**src/rtl/add_share_pkg.sv**
```systemverilog
`default_nettype none
// ============================================================================
// Package  : add_share_pkg
// Brief    : Shared types and helpers for the two-requester shared adder.
// Revision : 1.0 - initial release
// ============================================================================
package add_share_pkg;

    // Requester tag carried down the adder pipeline.
    typedef logic [0:0] req_id_t;

    localparam req_id_t REQ0 = 1'b0;
    localparam req_id_t REQ1 = 1'b1;

    // The sum keeps the carry in its MSB.
    function automatic int SUM_W(input int data_w);
        return data_w + 1;
    endfunction

endpackage
`default_nettype wire

```
**src/rtl/add_share_fifo.sv**
```systemverilog
`default_nettype none
// ============================================================================
// Module   : add_share_fifo
// Brief    : First-word-fall-through synchronous FIFO with occupancy count.
// Revision : 1.0 - initial release
// ============================================================================
module add_share_fifo #(
    parameter int WIDTH = 9,
    parameter int DEPTH = 4,
    localparam int CNT_W = $clog2(DEPTH + 1)
) (
    input  logic             clk,
    input  logic             rst,
    input  logic             i_wr_en,
    input  logic [WIDTH-1:0] i_wr_data,
    input  logic             i_rd_en,
    output logic [WIDTH-1:0] o_rd_data,
    output logic             o_empty,
    output logic             o_full,
    output logic [CNT_W-1:0] o_count
);

    localparam int c_PTR_W = (DEPTH > 1) ? $clog2(DEPTH) : 1;
    localparam logic [c_PTR_W-1:0] c_LAST_PTR = c_PTR_W'(DEPTH - 1);

    logic [WIDTH-1:0]   r_mem [DEPTH];
    logic [c_PTR_W-1:0] r_wr_ptr;
    logic [c_PTR_W-1:0] r_rd_ptr;
    logic [CNT_W-1:0]   r_count;
    logic               w_wr;
    logic               w_rd;

    assign o_empty   = (r_count == '0);
    assign o_full    = (r_count == CNT_W'(DEPTH));
    assign o_count   = r_count;
    assign o_rd_data = r_mem[r_rd_ptr];

    // A full FIFO still accepts a write when the head leaves in the same cycle.
    assign w_rd = i_rd_en && !o_empty;
    assign w_wr = i_wr_en && (!o_full || w_rd);

    always_ff @(posedge clk) begin
        if (w_wr) begin
            r_mem[r_wr_ptr] <= i_wr_data;
        end
    end

    always_ff @(posedge clk or posedge rst) begin
        if (rst) begin
            r_wr_ptr <= '0;
            r_rd_ptr <= '0;
            r_count  <= '0;
        end else begin
            if (w_wr) begin
                r_wr_ptr <= (r_wr_ptr == c_LAST_PTR) ? '0 : r_wr_ptr + 1'b1;
            end
            if (w_rd) begin
                r_rd_ptr <= (r_rd_ptr == c_LAST_PTR) ? '0 : r_rd_ptr + 1'b1;
            end
            if (w_wr && !w_rd) begin
                r_count <= r_count + 1'b1;
            end else if (!w_wr && w_rd) begin
                r_count <= r_count - 1'b1;
            end
        end
    end

endmodule
`default_nettype wire

```
**src/rtl/add_share_arbiter.sv**
```systemverilog
`default_nettype none
// ============================================================================
// Module   : add_share_arbiter
// Brief    : Round-robin, credit-flow-controlled sharing of one pipelined adder.
// Revision : 1.0 - initial release
// ============================================================================
module add_share_arbiter
    import add_share_pkg::*;
#(
    parameter int DATA_W     = 8,
    parameter int ADD_LAT    = 2,
    parameter int FIFO_DEPTH = 4
) (
    input  logic              clk,
    input  logic              rst,
    input  logic [DATA_W-1:0] r0_a,
    input  logic [DATA_W-1:0] r0_b,
    input  logic              r0_valid,
    output logic              r0_ready,
    output logic [DATA_W:0]   r0_sum,
    output logic              r0_sum_valid,
    input  logic              r0_sum_ready,
    input  logic [DATA_W-1:0] r1_a,
    input  logic [DATA_W-1:0] r1_b,
    input  logic              r1_valid,
    output logic              r1_ready,
    output logic [DATA_W:0]   r1_sum,
    output logic              r1_sum_valid,
    input  logic              r1_sum_ready
);

    localparam int c_SUM_W = SUM_W(DATA_W);
    localparam int c_CNT_W = $clog2(FIFO_DEPTH + 1);
    localparam int c_USE_W = c_CNT_W + 1;

    typedef struct packed {
        logic               valid;
        req_id_t            tag;
        logic [c_SUM_W-1:0] sum;
    } pipe_entry_t;

    logic [1:0]                w_valid;
    logic [1:0]                w_sum_ready;
    logic [1:0]                w_elig;
    logic [1:0]                w_grant;
    logic [1:0]                w_fifo_wr;
    logic [1:0]                w_fifo_empty;
    logic [1:0][c_SUM_W-1:0]   w_fifo_data;
    req_id_t                   r_last_grant;
    pipe_entry_t               r_pipe [ADD_LAT];
    pipe_entry_t               w_issue;
    pipe_entry_t               w_exit;

    assign w_valid     = {r1_valid, r0_valid};
    assign w_sum_ready = {r1_sum_ready, r0_sum_ready};

    // ------------------------------------------------------------------
    // Per-requester credit accounting and response buffering
    // ------------------------------------------------------------------
    for (genvar n = 0; n < 2; n++) begin : g_req
        logic [c_CNT_W-1:0] r_inflight;
        logic [c_CNT_W-1:0] w_fifo_count;
        logic [c_USE_W-1:0] w_used;
        logic               w_fifo_full;

        // A slot is committed from issue until the consumer pops the result.
        assign w_used    = {1'b0, w_fifo_count} + {1'b0, r_inflight};
        assign w_elig[n] = !rst && w_valid[n] && (w_used < c_USE_W'(FIFO_DEPTH));
        assign w_fifo_wr[n] = w_exit.valid && (w_exit.tag == req_id_t'(n));

        always_ff @(posedge clk or posedge rst) begin
            if (rst) begin
                r_inflight <= '0;
            end else if (w_grant[n] && !w_fifo_wr[n]) begin
                r_inflight <= r_inflight + 1'b1;
            end else if (!w_grant[n] && w_fifo_wr[n]) begin
                r_inflight <= r_inflight - 1'b1;
            end
        end

        add_share_fifo #(
            .WIDTH (c_SUM_W),
            .DEPTH (FIFO_DEPTH)
        ) u_fifo (
            .clk       (clk),
            .rst       (rst),
            .i_wr_en   (w_fifo_wr[n]),
            .i_wr_data (w_exit.sum),
            .i_rd_en   (w_sum_ready[n]),
            .o_rd_data (w_fifo_data[n]),
            .o_empty   (w_fifo_empty[n]),
            .o_full    (w_fifo_full),
            .o_count   (w_fifo_count)
        );

        a_no_overflow : assert property (@(posedge clk) disable iff (rst)
            !(w_fifo_wr[n] && w_fifo_full && !w_sum_ready[n]));
    end

    // ------------------------------------------------------------------
    // Round-robin arbitration: on a tie the requester not granted last wins
    // ------------------------------------------------------------------
    always_comb begin
        w_grant = 2'b00;
        if (w_elig[0] && (!w_elig[1] || (r_last_grant == REQ1))) begin
            w_grant[0] = 1'b1;
        end else if (w_elig[1]) begin
            w_grant[1] = 1'b1;
        end
    end

    always_comb begin
        w_issue       = '0;
        w_issue.valid = |w_grant;
        w_issue.tag   = w_grant[1] ? REQ1 : REQ0;
        w_issue.sum   = w_grant[1] ? (c_SUM_W'(r1_a) + c_SUM_W'(r1_b))
                                   : (c_SUM_W'(r0_a) + c_SUM_W'(r0_b));
    end

    // ------------------------------------------------------------------
    // Adder pipeline: never stalls, credits guarantee room at the exit
    // ------------------------------------------------------------------
    always_ff @(posedge clk or posedge rst) begin
        if (rst) begin
            for (int k = 0; k < ADD_LAT; k++) begin
                r_pipe[k] <= '0;
            end
            r_last_grant <= REQ1;
        end else begin
            r_pipe[0] <= w_issue;
            for (int k = 1; k < ADD_LAT; k++) begin
                r_pipe[k] <= r_pipe[k-1];
            end
            if (|w_grant) begin
                r_last_grant <= w_grant[1] ? REQ1 : REQ0;
            end
        end
    end

    assign w_exit = r_pipe[ADD_LAT-1];

    assign r0_ready     = w_grant[0];
    assign r1_ready     = w_grant[1];
    assign r0_sum_valid = !w_fifo_empty[0];
    assign r1_sum_valid = !w_fifo_empty[1];
    assign r0_sum       = w_fifo_empty[0] ? '0 : w_fifo_data[0];
    assign r1_sum       = w_fifo_empty[1] ? '0 : w_fifo_data[1];

endmodule
`default_nettype wire
```
**config.mk**
```make
export PLATFORM = sky130hd
export DESIGN_NAME = add_share_arbiter
export DESIGN_NICKNAME = d
export VERILOG_FILES = /design/src/rtl/add_share_pkg.sv /design/src/rtl/add_share_fifo.sv /design/src/rtl/add_share_arbiter.sv
export SDC_FILE = /design/constraint.sdc
export NUM_CORES = 1
export LEC_CHECK = 0
export BUFFER_PORTS_ARGS = -buffer_cell sky130_fd_sc_hd__buf_4
export CAP_MARGIN = 20
export CORE_AREA = 4 4 122 124
export CTS_BUF_LIST = sky130_fd_sc_hd__clkbuf_8 sky130_fd_sc_hd__clkbuf_16
export DETAILED_ROUTE_END_ITERATION = 6
export DIE_AREA = 0 0 126 128
export SETUP_SLACK_MARGIN = 0.5
export SLEW_MARGIN = 20
export SYNTH_ARGS = -nofsm -noshare
export SYNTH_HDL_FRONTEND = slang
export SYNTH_HIERARCHICAL = 1
export SYNTH_SLANG_ARGS = --single-unit
```
**constraint.sdc**
```tcl
create_clock -name clk -period 2.7 [get_ports clk]
set_input_delay 0.27 -clock clk [delete_from_list [all_inputs] [get_ports clk]]
set_output_delay 0.27 -clock clk [all_outputs]
set_load 0.05 [all_outputs]
```
==> results of run 1 <==
[worst max-delay path by stage]
stage,from,end,slack (ps),cells after the start
after CTS,g_req[1].u_fifo/o_count[2]$_DFFE_PP0P_,g_req[1].r_inflight[2]$_DFFE_PP0P_,260,11
after floorplan,g_req[0].u_fifo/o_count[2]$_DFFE_PP0P_,g_req[1].r_inflight[1]$_DFFE_PP0P_,110,9
final,g_req[0].r_inflight[1]$_DFFE_PP0P_,g_req[1].r_inflight[2]$_DFFE_PP0P_,340,11
after global placement,g_req[0].u_fifo/o_count[1]$_DFFE_PP0P_,g_req[1].r_inflight[2]$_DFFE_PP0P_,270,11
after global routing,g_req[1].r_inflight[2]$_DFFE_PP0P_,g_req[1].r_inflight[2]$_DFFE_PP0P_,240,11
after detailed placement,g_req[0].u_fifo/o_count[1]$_DFFE_PP0P_,g_req[1].r_inflight[2]$_DFFE_PP0P_,170,11
[cell type report]
| cell class | count | area, sq um | area share |
|---|---|---|---|
| multi-input cells | 202 | 2160 | 0.306 |
| clock inverters | 15 | 229 | 0.0324 |
| repair buffers | 88 | 682 | 0.0965 |
| inverters | 25 | 97.6 | 0.0138 |
| clock buffers | 17 | 425 | 0.0602 |
| flip-flops and latches | 115 | 3250 | 0.460 |
| well taps | 180 | 225 | 0.0319 |
[logic make-up (layout without fill, tap and decap cells)]
group                    count (synthesis)  after routing  synth area share
AND/OR/NAND/NOR                         65             65            0.0726
AO/OA/AOI/OAI                           44             44            0.0671
buffers and inverters                   30            145            0.0226
flip-flops                             115            115             0.597
multiplexers                            33             33             0.108
adder cells (fa/ha/maj)                 40             40             0.101
XOR/XNOR                                20             20            0.0323
[sequential cells by signal, summed over array words and instances, names as in the netlist]
| name | count |
|---|---|
| g_req.r_inflight | 6 |
| g_req.u_fifo/o_count | 6 |
| g_req.u_fifo/r_mem | 72 |
| g_req.u_fifo/r_rd_ptr | 4 |
| g_req.u_fifo/r_wr_ptr | 4 |
| r_last_grant | 1 |
| r_pipe | 22 |
[per-layer routing]
layer  global-route usage  vias to the layer above  part of all wire
met2                0.221                       81              0.50
met5                    0                        -                 0
met4               0.0454                        0             0.011
li1                     -                     1490                 -
met3               0.0504                        9             0.047
met1                0.171                     1569              0.44
[placed cells by master, fill, tap and decap left out, types with 3 or more instances in the layout]
master | synthesis | routed
nand2_1 | 3 | 3
fa_1 | 6 | 4
nand2b_1 | 4 | 4
clkbuf_16 | 0 | 17
ha_1 | 34 | 28
o21ai_0 | 10 | 10
xnor2_1 | 8 | 8
nor3_1 | 6 | 6
nor2_1 | 12 | 12
nand3_1 | 5 | 4
clkinvlp_4 | 0 | 4
and2_2 | 4 | 4
xor2_1 | 12 | 12
inv_1 | 25 | 22
mux2_4 | 4 | 6
and2_1 | 4 | 4
edfxtp_1 | 72 | 72
mux4_2 | 18 | 18
a21o_1 | 3 | 3
dfrtp_1 | 42 | 38
mux2i_1 | 4 | 4
bufinv_16 | 0 | 5
ha_2 | 0 | 3
a21oi_1 | 7 | 7
nor2b_1 | 20 | 20
inv_6 | 0 | 4
ha_4 | 0 | 3
buf_4 | 0 | 84
mux2_2 | 7 | 5
[worst min-delay path, delay by kind of cell]
| kind | cells | cell delay, ps |
|---|---|---|
| AOI/OAI and AO/OA | 2 | 190 |
| buffers and inverters | 1 | 120 |
[per-stage QoR]
step / setup slack [ps] / hold WS, ps / std cells
after floorplan: 107 / 73.3 / 347
after global placement: 265 / 264 / 589
after detailed placement: 175 / 267 / 589
after CTS: 263 / 191 / 633
after global routing: 244 / 196 / 642
final: 341 / 207 / 642
[timing repair]
item | 4_1_cts | 5_1_grt
hold endpoints to repair | 23 | 0
endpoints found under the setup margin | 24 | 8
hold buffers | 1 | 0
gates resized for setup | 15 | 13
buffers inserted | 11 | 9
pin swaps | 8 | 12
[report_power, final]
group / leakage (nW) / total [W] / switching [W] / internal, W
clock network: 0.309 / 0.00245 / 0.000809 / 0.00165
logic: 1.38 / 0.000217 / 0.000108 / 0.000109
registers: 1.17 / 0.00203 / 0.0000674 / 0.00196
==> metrics.md, run 1 <==
| Metric | Value |
|---|---|
| Ports | 60 |
| FILL cells | 1146 |
| Max Cap Viol | 0 |
| Total die area | 0.0161 sq mm |
| RSZ-0062 raised after global routing | true |
| Hold path cells | 3 |
| CP required | 3030 ps |
| Post-synth cell types | 48 |
| Hold worst-path end | g_req[0].u_fifo/r_rd_ptr[0]$_DFFE_PP0P_ |
| Syn Nets | 425 |
| Ant. Diodes | 0 |
| DPL Wire Length | 7.12 mm |
| Mapped cell area | 0.00543 sq mm |
| Static Leak | 2.85 nW |
| Die extent in x | 126 microns |
| Post-layout nets | 527 |
| Total Wirelength | 10.3 mm |
| Hold path start | r0_sum_ready |
| Final TNS setup | 0 ps |
| Synth area leader | edfxtp_1 |
| R2r setup slk | 340 ps |
| Finished Cell Area | 0.00707 sq mm |
| Core Util, Final | 0.513 |
| Critical register-to-register path startpoint | g_req[0].r_inflight[1]$_DFFE_PP0P_ |
| Post-route ant nets | 0 |
| Crit Path Class | flop to flop |
| Post-Syn Instances | 347 |
| Core Box Area | 0.0138 sq mm |
| Largest net degree at the start of global routing | 20 |
| DP Area | 0.00614 sq mm |
| Synth async-reset ratio | 0.374 |
| DRC viols | 0 |
| Port bufs | 59 |
| Number of global-route vias before repair | 3365 |
| Area growth syn-to-layout | 30.3% |
| Arr. time, crit path | 2690 ps |
| Count leader, synth | edfxtp_1 |
| Synth top cells by count | edfxtp_1 (72), dfrtp_1 (42), ha_1 (34) |
| Power Total | 0.00470 W |
| DR vias | 3149 |
| Layout cells sized above 1 | 0.396 |
| FF+latch count, synth | 115 |
| Outcome | finished clean |
| Peak VDD IR | 0.000482 V |
| CP max stage cell | dfrtp_1 |
| RR Endpoint | g_req[1].r_inflight[2]$_DFFE_PP0P_ |
| Routed wire per std cell | 16.1 microns |
| Clk Latency, worst-skew pair | 410 ps |
| TritonCTS buffer count | 17 |
| CP max stage delay | 410 ps |
| Worst relative slew slack | 0.661 |
| CTS tree | done |
| Top FF cell, synth | edfxtp_1 |
| EDFF count, synth | 72 |
| Crit-path cells | ha_2 > nand3_1 > and3_4 > a21o_4 > clkinvlp_4 > ha_4 > inv_2 > fa_2 > xor2_1 > nor2_1 > xor2_1 |
| Tmin final | 2360 ps |
| Fmax | 0.424 GHz |
| Startpoint types | flop |
| Initial antenna violation count | 0 |
| Cell Pwr Density | 665 mW/mm^2 |
| Clock transition at path regs | 50 ps |
| Count of final setup violators | 0 |
| Final worst path period share | 0.874 |
| Clk_skew | 8.17 ps |
| Worst hold-check path type | primary input to flop |
| Crit path max fanout | 3 |
| Rows | 43 |
| Syn avg cell area | 15.6 sq um |
| Total track usage | 0.137 |
| CTS max path bufs | 2 |
| Worst setup EP type | flop |
| 1st-iter DRT viols | 172 |
| Die Ht | 128 microns |
| Synth warn | 6 |
| Crit path buf inv count | 2 |
| Final Wtd Congestion | 0.773 |
| Top-area cell type share of the netlist area | 0.399 |
| Global route overflow | 0 |
| Count of final hold-check violations | 0 |
| Top cell by count, worst path | xor2_1 |
| Via density per instance | 4.90 |
| Pre-Repair DR Iteration Count | 4 |
| Synth area leaders | edfxtp_1 (40%), dfrtp_1 (19%), ha_1 (7.8%), mux4_2 (7.5%), nor2b_1 (2.3%) |
| Root buffer cell | clkbuf_16 |
| Worst Tran Pin Value | 508 ps |
| Clock sink count | 115 |
| Max H-tree Level | 4 |
| CP top delay family | adder cells |
| First-pass GRT wire length | 17.0 mm |
| Starting Density | 0.394 |
| Post-synthesis sequential area ratio | 0.597 |
| FF-to-FF path depth | 11 |
| Fin. max-slew vios | 0 |
(Power assumes the default switching activity.)
==> run 2, diff against run 1 <==
--- a/config.mk
+++ b/config.mk
@@ -5,12 +5,14 @@
 export SDC_FILE = /design/constraint.sdc
 export NUM_CORES = 1
 export LEC_CHECK = 0
+export ABC_CLOCK_PERIOD_IN_PS = 2700
 export BUFFER_PORTS_ARGS = -buffer_cell sky130_fd_sc_hd__buf_4
 export CAP_MARGIN = 20
 export CORE_AREA = 4 4 122 124
 export CTS_BUF_LIST = sky130_fd_sc_hd__clkbuf_8 sky130_fd_sc_hd__clkbuf_16
 export DETAILED_ROUTE_END_ITERATION = 6
 export DIE_AREA = 0 0 126 128
+export RECOVER_POWER = 25
 export SETUP_SLACK_MARGIN = 0.5
 export SLEW_MARGIN = 20
 export SYNTH_ARGS = -nofsm -noshare
==> metrics.md, run 2 (synthesis gave the netlist of run 1 again) <==
| Metric | Value |
|---|---|
| Max Cap Viol | 0 |
| Layout cells sized above 1 | 0.394 |
| Cell Pwr Density | 666 mW/mm^2 |
| Final worst path period share | 0.874 |
| Worst hold-check path type | primary input to flop |
| Crit-path cells | ha_2 > nand3_1 > and3_4 > a21o_4 > clkinvlp_4 > ha_4 > inv_2 > fa_2 > xor2_1 > nor2_1 > xor2_1 |
| Total die area | 0.0161 sq mm |
| Max reg flops | 72 |
| Max H-tree Level | 4 |
| Number of global-route vias before repair | 3365 |
| WHS | 207 ps |
| Via density per instance | 4.90 |
| Die extent in x | 126 microns |
| Top cell by count, worst path | xor2_1 |
| Worst setup EP type | flop |
| Post-Layout Cell Count | 642 |
| R2r setup slk | 340 ps |
| Port bufs | 59 |
| TritonCTS buffer count | 17 |
| Area growth syn-to-layout | 30.2% |
| Crit Path Class | flop to flop |
| Fin. max-slew vios | 0 |
| Crit path max fanout | 3 |
| Static Leak | 2.85 nW |
| CTS tree | done |
| Core Util, Final | 0.513 |
| Pre-CTS setup slack | 175 ps |
| Total Wirelength | 10.3 mm |
| Outcome | finished clean |
| 1st-iter DRT viols | 172 |
| Die Ht | 128 microns |
| Worst Tran Pin Value | 508 ps |
| Arr. time, crit path | 2690 ps |
| CP max stage cell | dfrtp_1 |
| Final Wtd Congestion | 0.773 |
| Post-route ant nets | 0 |
| Startpoint types | flop |
| Global route overflow | 0 |
| Total track usage | 0.137 |
| Placed instance count | 589 |
| Count of final setup violators | 0 |
| Pre-Repair DR Iteration Count | 4 |
| DR vias | 3149 |
| Fmax | 0.424 GHz |
| FILL cells | 1148 |
| DPL Wire Length | 7.12 mm |
| Starting Density | 0.394 |
| CTS max path bufs | 2 |
| Core Box Area | 0.0138 sq mm |
| Post-layout nets | 527 |
| Largest reg by FF count | g_req.u_fifo/r_mem |
| Routed wire per std cell | 16.1 microns |
| Commonest non-fill, non-tap cell in the layout | buf_4 |
| Clk Latency, worst-skew pair | 410 ps |
| Ports | 60 |
| Final worst slack | 341 ps |
| Worst relative slew slack | 0.661 |
| Ant. Diodes | 0 |
| Count of final hold-check violations | 0 |
| Rows | 43 |
| Initial antenna violation count | 0 |
| Tmin final | 2360 ps |
| DRC viols | 0 |
| Most frequent cells in the layout | buf_4 (83), edfxtp_1 (72), dfrtp_1 (38), ha_1 (28), inv_1 (22) |
| Clock transition at path regs | 50 ps |
| Peak VDD IR | 0.000482 V |
| Final TNS setup | 0 ps |
| Clock sink count | 115 |
| CP required | 3030 ps |
| CP max stage delay | 410 ps |
| Clk_skew | 8.17 ps |
| Root buffer cell | clkbuf_16 |
| Largest net degree at the start of global routing | 20 |
| First-pass GRT wire length | 17.0 mm |
| RSZ-0062 raised after global routing | true |
| Top flop regs | g_req.u_fifo/r_mem (72), r_pipe (22) |
run 2: changes by cell type in the layout (fill, tap and decap cells not counted):
cell / before / now
buf_4: 84 / 83
clkbuf_1: 0 / 1
run 2: worst paths after layout:
path | cells past startpoint | start | to
min in group asynchronous | 3 | rst | g_req[0].u_fifo/o_count[0]$_DFFE_PP0P_
setup / recovery | 11 | g_req[0].r_inflight[1]$_DFFE_PP0P_ | g_req[1].r_inflight[2]$_DFFE_PP0P_
setup reg to reg | 11 | g_req[0].r_inflight[1]$_DFFE_PP0P_ | g_req[1].r_inflight[2]$_DFFE_PP0P_
hold reg to reg | 0 | r_pipe[17]$_DFF_PP0_ | r_pipe[6]$_DFF_PP0_
max in group asynchronous | 4 | rst | r_pipe[5]$_DFF_PP0_
hold / removal | 3 | r0_sum_ready | g_req[0].u_fifo/r_rd_ptr[0]$_DFFE_PP0P_
run 2: layer usage:
layer	vias up	wire [microns]	global-route usage	part of all wire
met5	-	0	0	0
met4	0	112	0.0454	0.011
met3	9	484	0.0504	0.047
met2	81	5210	0.221	0.50
met1	1569	4530	0.171	0.44
li1	1490	-	-	-
run 2: what timing repair did:
item / 4_1_cts / 5_1_grt
endpoints found under the setup margin: 24 / 8
resized for setup: 15 / 13
hold endpoints to repair: 23 / 0
hold buffers: 1 / 0
buffers inserted: 11 / 9
pin swaps: 8 / 12
run 2: worst max-delay path: cells and delay by family (launching register included):
family | cells | cell delay (ps)
adders and majority gates | 3 | 780
buffers and inverters | 2 | 110
DFF | 1 | 410
AOI/OAI and AO/OA | 1 | 210
xor gates and xnor gates | 2 | 320
and+or+nand+nor | 3 | 440
run 2: layout make-up:
| type | count | area [sq um] | share of cell area |
|---|---|---|---|
| Clock buffer | 17 | 425 | 0.0602 |
| Clock inverter | 15 | 229 | 0.0324 |
| Inverter | 25 | 97.6 | 0.0138 |
| Multi-Input combinational cell | 202 | 2160 | 0.306 |
| Timing Repair Buffer | 88 | 678 | 0.0960 |
| Sequential cell | 115 | 3250 | 0.460 |
| Tap cell | 180 | 225 | 0.0319 |
run 2: report_power, final:
group | internal (W) | total (W) | switching, W | leakage [nW]
sequential | 0.00196 | 0.00203 | 0.0000674 | 1.17
combinational | 0.000109 | 0.000217 | 0.000108 | 1.37
clock | 0.00165 | 0.00245 | 0.000809 | 0.309
total | 0.00372 | 0.00470 | 0.000985 | 2.85
run 2: metrics by stage:
step | power [W] | cell area [sq um]
global route | 0.00488 | 7070
CTS | 0.00475 | 6940
finish | 0.00470 | 7070
detailed placement | 0.00228 | 6140
global placement | 0.00228 | 6140
floorplan | 0.00216 | 5440
==> run 3, diff against run 2 <==
--- a/config.mk
+++ b/config.mk
@@ -5,7 +5,7 @@
 export SDC_FILE = /design/constraint.sdc
 export NUM_CORES = 1
 export LEC_CHECK = 0
-export ABC_CLOCK_PERIOD_IN_PS = 2700
+export ABC_CLOCK_PERIOD_IN_PS = 2300
 export BUFFER_PORTS_ARGS = -buffer_cell sky130_fd_sc_hd__buf_4
 export CAP_MARGIN = 20
 export CORE_AREA = 4 4 122 124
==> constraint.sdc (replaced) <==
create_clock -name clk -period 2.3 [get_ports clk]
set_input_delay 0.23 -clock clk [delete_from_list [all_inputs] [get_ports clk]]
set_output_delay 0.23 -clock clk [all_outputs]
set_load 0.05 [all_outputs]
==> metrics.md, run 3 (synthesis gave the netlist of run 1 again) <==
| Metric | Value |
|---|---|
| RSZ-0062 raised after global routing | true |
| Cell Pwr Density | 670 mW/mm^2 |
| Startpoint types | flop |
| Post-route ant nets | 0 |
| Outcome | complete, but fails checks |
| Ports | 60 |
| Post-layout nets | 547 |
| Fmax | 0.429 GHz |
| Max H-tree Level | 4 |
| Worst setup EP type | flop |
| Most used routing layer | met2 |
| Proportion of power drawn by combinational gates | 0.052 |
| Clock Power Share | 0.481 |
| CP max stage delay | 410 ps |
| Total Wirelength | 10.8 mm |
| Met3 Usage GRT | 0.0425 |
| Worst Tran Pin Value | 671 ps |
| Sw power | 0.00109 W |
| Clk_skew | 10.6 ps |
| Peak VDD IR | 0.000583 V |
| Area growth syn-to-layout | 40.4% |
| CTS max path bufs | 2 |
| Layout cells sized above 1 | 0.500 |
| Top cell by count, worst path | buf_6 |
| Clk Latency, worst-skew pair | 400 ps |
| Failing checks | setup timing |
| Count of final hold-check violations | 0 |
| Core Box Area | 0.0138 sq mm |
| Most frequent cells in the layout | edfxtp_1 (72), buf_4 (63), dfrtp_1 (34), ha_1 (27), buf_6 (26) |
| FILL cells | 1105 |
| Total track usage | 0.143 |
| P_int | 0.00401 W |
| Clock transition at path regs | 60 ps |
| WHS | 127 ps |
| Port bufs | 59 |
| Worst hold-check path type | primary input to flop |
| Finished Cell Area | 0.00762 sq mm |
| DP Area | 0.00629 sq mm |
| Starting Density | 0.394 |
| Tmin final | 2330 ps |
| Rows | 43 |
| Number of global-route vias before repair | 3497 |
| Sequential share of power | 0.467 |
| CTS tree | done |
| Crit path max fanout | 6 |
| Die Ht | 128 microns |
| DPL Wire Length | 7.47 mm |
| Core Util, Final | 0.553 |
| Commonest non-fill, non-tap cell in the layout | edfxtp_1 |
| Clock sink count | 115 |
| Static Leak | 3.07 nW |
| DRC viols | 0 |
| Crit-path cells | ha_4 > nor4_4 > nand3_2 > a21o_4 > buf_4 > buf_6 > buf_6 > buf_6 > buf_6 > buf_8 > mux2_4 |
| Max Cap Viol | 0 |
| Final worst slack | -32.3 ps |
| Fin. max-slew vios | 0 |
| Worst relative slew slack | 0.552 |
| Net Sw Frac | 0.213 |
| Arr. time, crit path | 2620 ps |
| Root buffer cell | clkbuf_16 |
| Ant. Diodes | 0 |
| Top flop regs | g_req.u_fifo/r_mem (72), r_pipe (22) |
| Crit Path Class | flop to flop |
| CP required | 2580 ps |
| Die extent in x | 126 microns |
| First-pass GRT wire length | 17.8 mm |
| Global route overflow | 0 |
| DR vias | 3179 |
| Count of final setup violators | 5 |
| M1 GR Usage | 0.179 |
| Final Wtd Congestion | 0.808 |
| Largest reg by FF count | g_req.u_fifo/r_mem |
| Via density per instance | 4.80 |
| Initial antenna violation count | 0 |
| Routed wire per std cell | 16.3 microns |
| CP max stage cell | dfrtp_1 |
| Max reg flops | 72 |
| Power Total | 0.00510 W |
| Final worst path period share | 1.01 |
| Pre-Repair DR Iteration Count | 5 |
| Total die area | 0.0161 sq mm |
| 1st-iter DRT viols | 143 |
| Global-route met2 utilization | 0.243 |
| TritonCTS buffer count | 17 |
| Largest net degree at the start of global routing | 18 |
[run 3: area by class of cell]
class / instances / area (sq um) / area share
Clock buffer: 17 / 425 / 0.0559
Clock inverter: 15 / 144 / 0.0189
Inverter: 25 / 97.6 / 0.0128
Multi-Input combinational cell: 202 / 2400 / 0.315
Sequential cell: 115 / 3250 / 0.427
Tap cell: 180 / 225 / 0.0296
Timing Repair Buffer: 108 / 1080 / 0.141
[run 3: worst max-delay path, delay by kind of cell, from the launching register on]
family | cells | cell delay, ps
compound gates | 1 | 220
mux | 1 | 290
flops | 1 | 410
fa+ha+maj | 1 | 180
simple gates | 2 | 410
buf+inv | 6 | 680
[run 3: power by group through the flow]
stage          Sequential (W)  Clock, W  Combinational [W]
2_1_floorplan         0.00238         0           0.000160
3_3_place_gp          0.00242         0           0.000249
3_5_place_dp          0.00243         0           0.000252
4_1_cts               0.00239   0.00250           0.000264
5_1_grt               0.00240   0.00261           0.000300
6_report              0.00238   0.00245           0.000265
[run 3: routing by layer]
metal,share of wire,vias to the layer above
met5,0,-
met4,0.0039,0
met3,0.048,2
met2,0.51,89
met1,0.44,1554
li1,-,1534
[run 3: worst paths after layout]
| path | slack, ps | cells past startpoint | startpoint | end |
|---|---|---|---|---|
| min | 130 | 3 | r1_valid | r_last_grant$_DFFE_PP1P_ |
| max | -30 | 11 | g_req[1].r_inflight[2]$_DFFE_PP0P_ | r_pipe[11]$_DFF_PP0_ |
| min reg2reg | 350 | 0 | r_pipe[17]$_DFF_PP0_ | r_pipe[6]$_DFF_PP0_ |
| max in group asynchronous | 1070 | 4 | rst | r_pipe[5]$_DFF_PP0_ |
| min in group asynchronous | 440 | 3 | rst | g_req[0].u_fifo/r_rd_ptr[0]$_DFFE_PP0P_ |
| max reg2reg | -30 | 11 | g_req[1].r_inflight[2]$_DFFE_PP0P_ | r_pipe[11]$_DFF_PP0_ |
[run 3: timing repair]
item / CTS / global route
gates cloned: 4 / 0
gates resized for setup: 105 / 23
endpoints found under the hold margin: 29 / 0
buffers inserted: 14 / 9
endpoints found under the setup margin: 73 / 41
pin swaps: 18 / 9
hold buffers: 1 / 0
[run 3: per-stage QoR]
step / setup TNS [ps] / setup WS, ps / std cells
3_3_place_gp: -52.9 / -47.0 / 602
2_1_floorplan: -894 / -293 / 347
3_5_place_dp: -269 / -119 / 602
5_1_grt: -832 / -138 / 662
4_1_cts: -94.6 / -51.7 / 653
6_report: -117 / -32.3 / 662
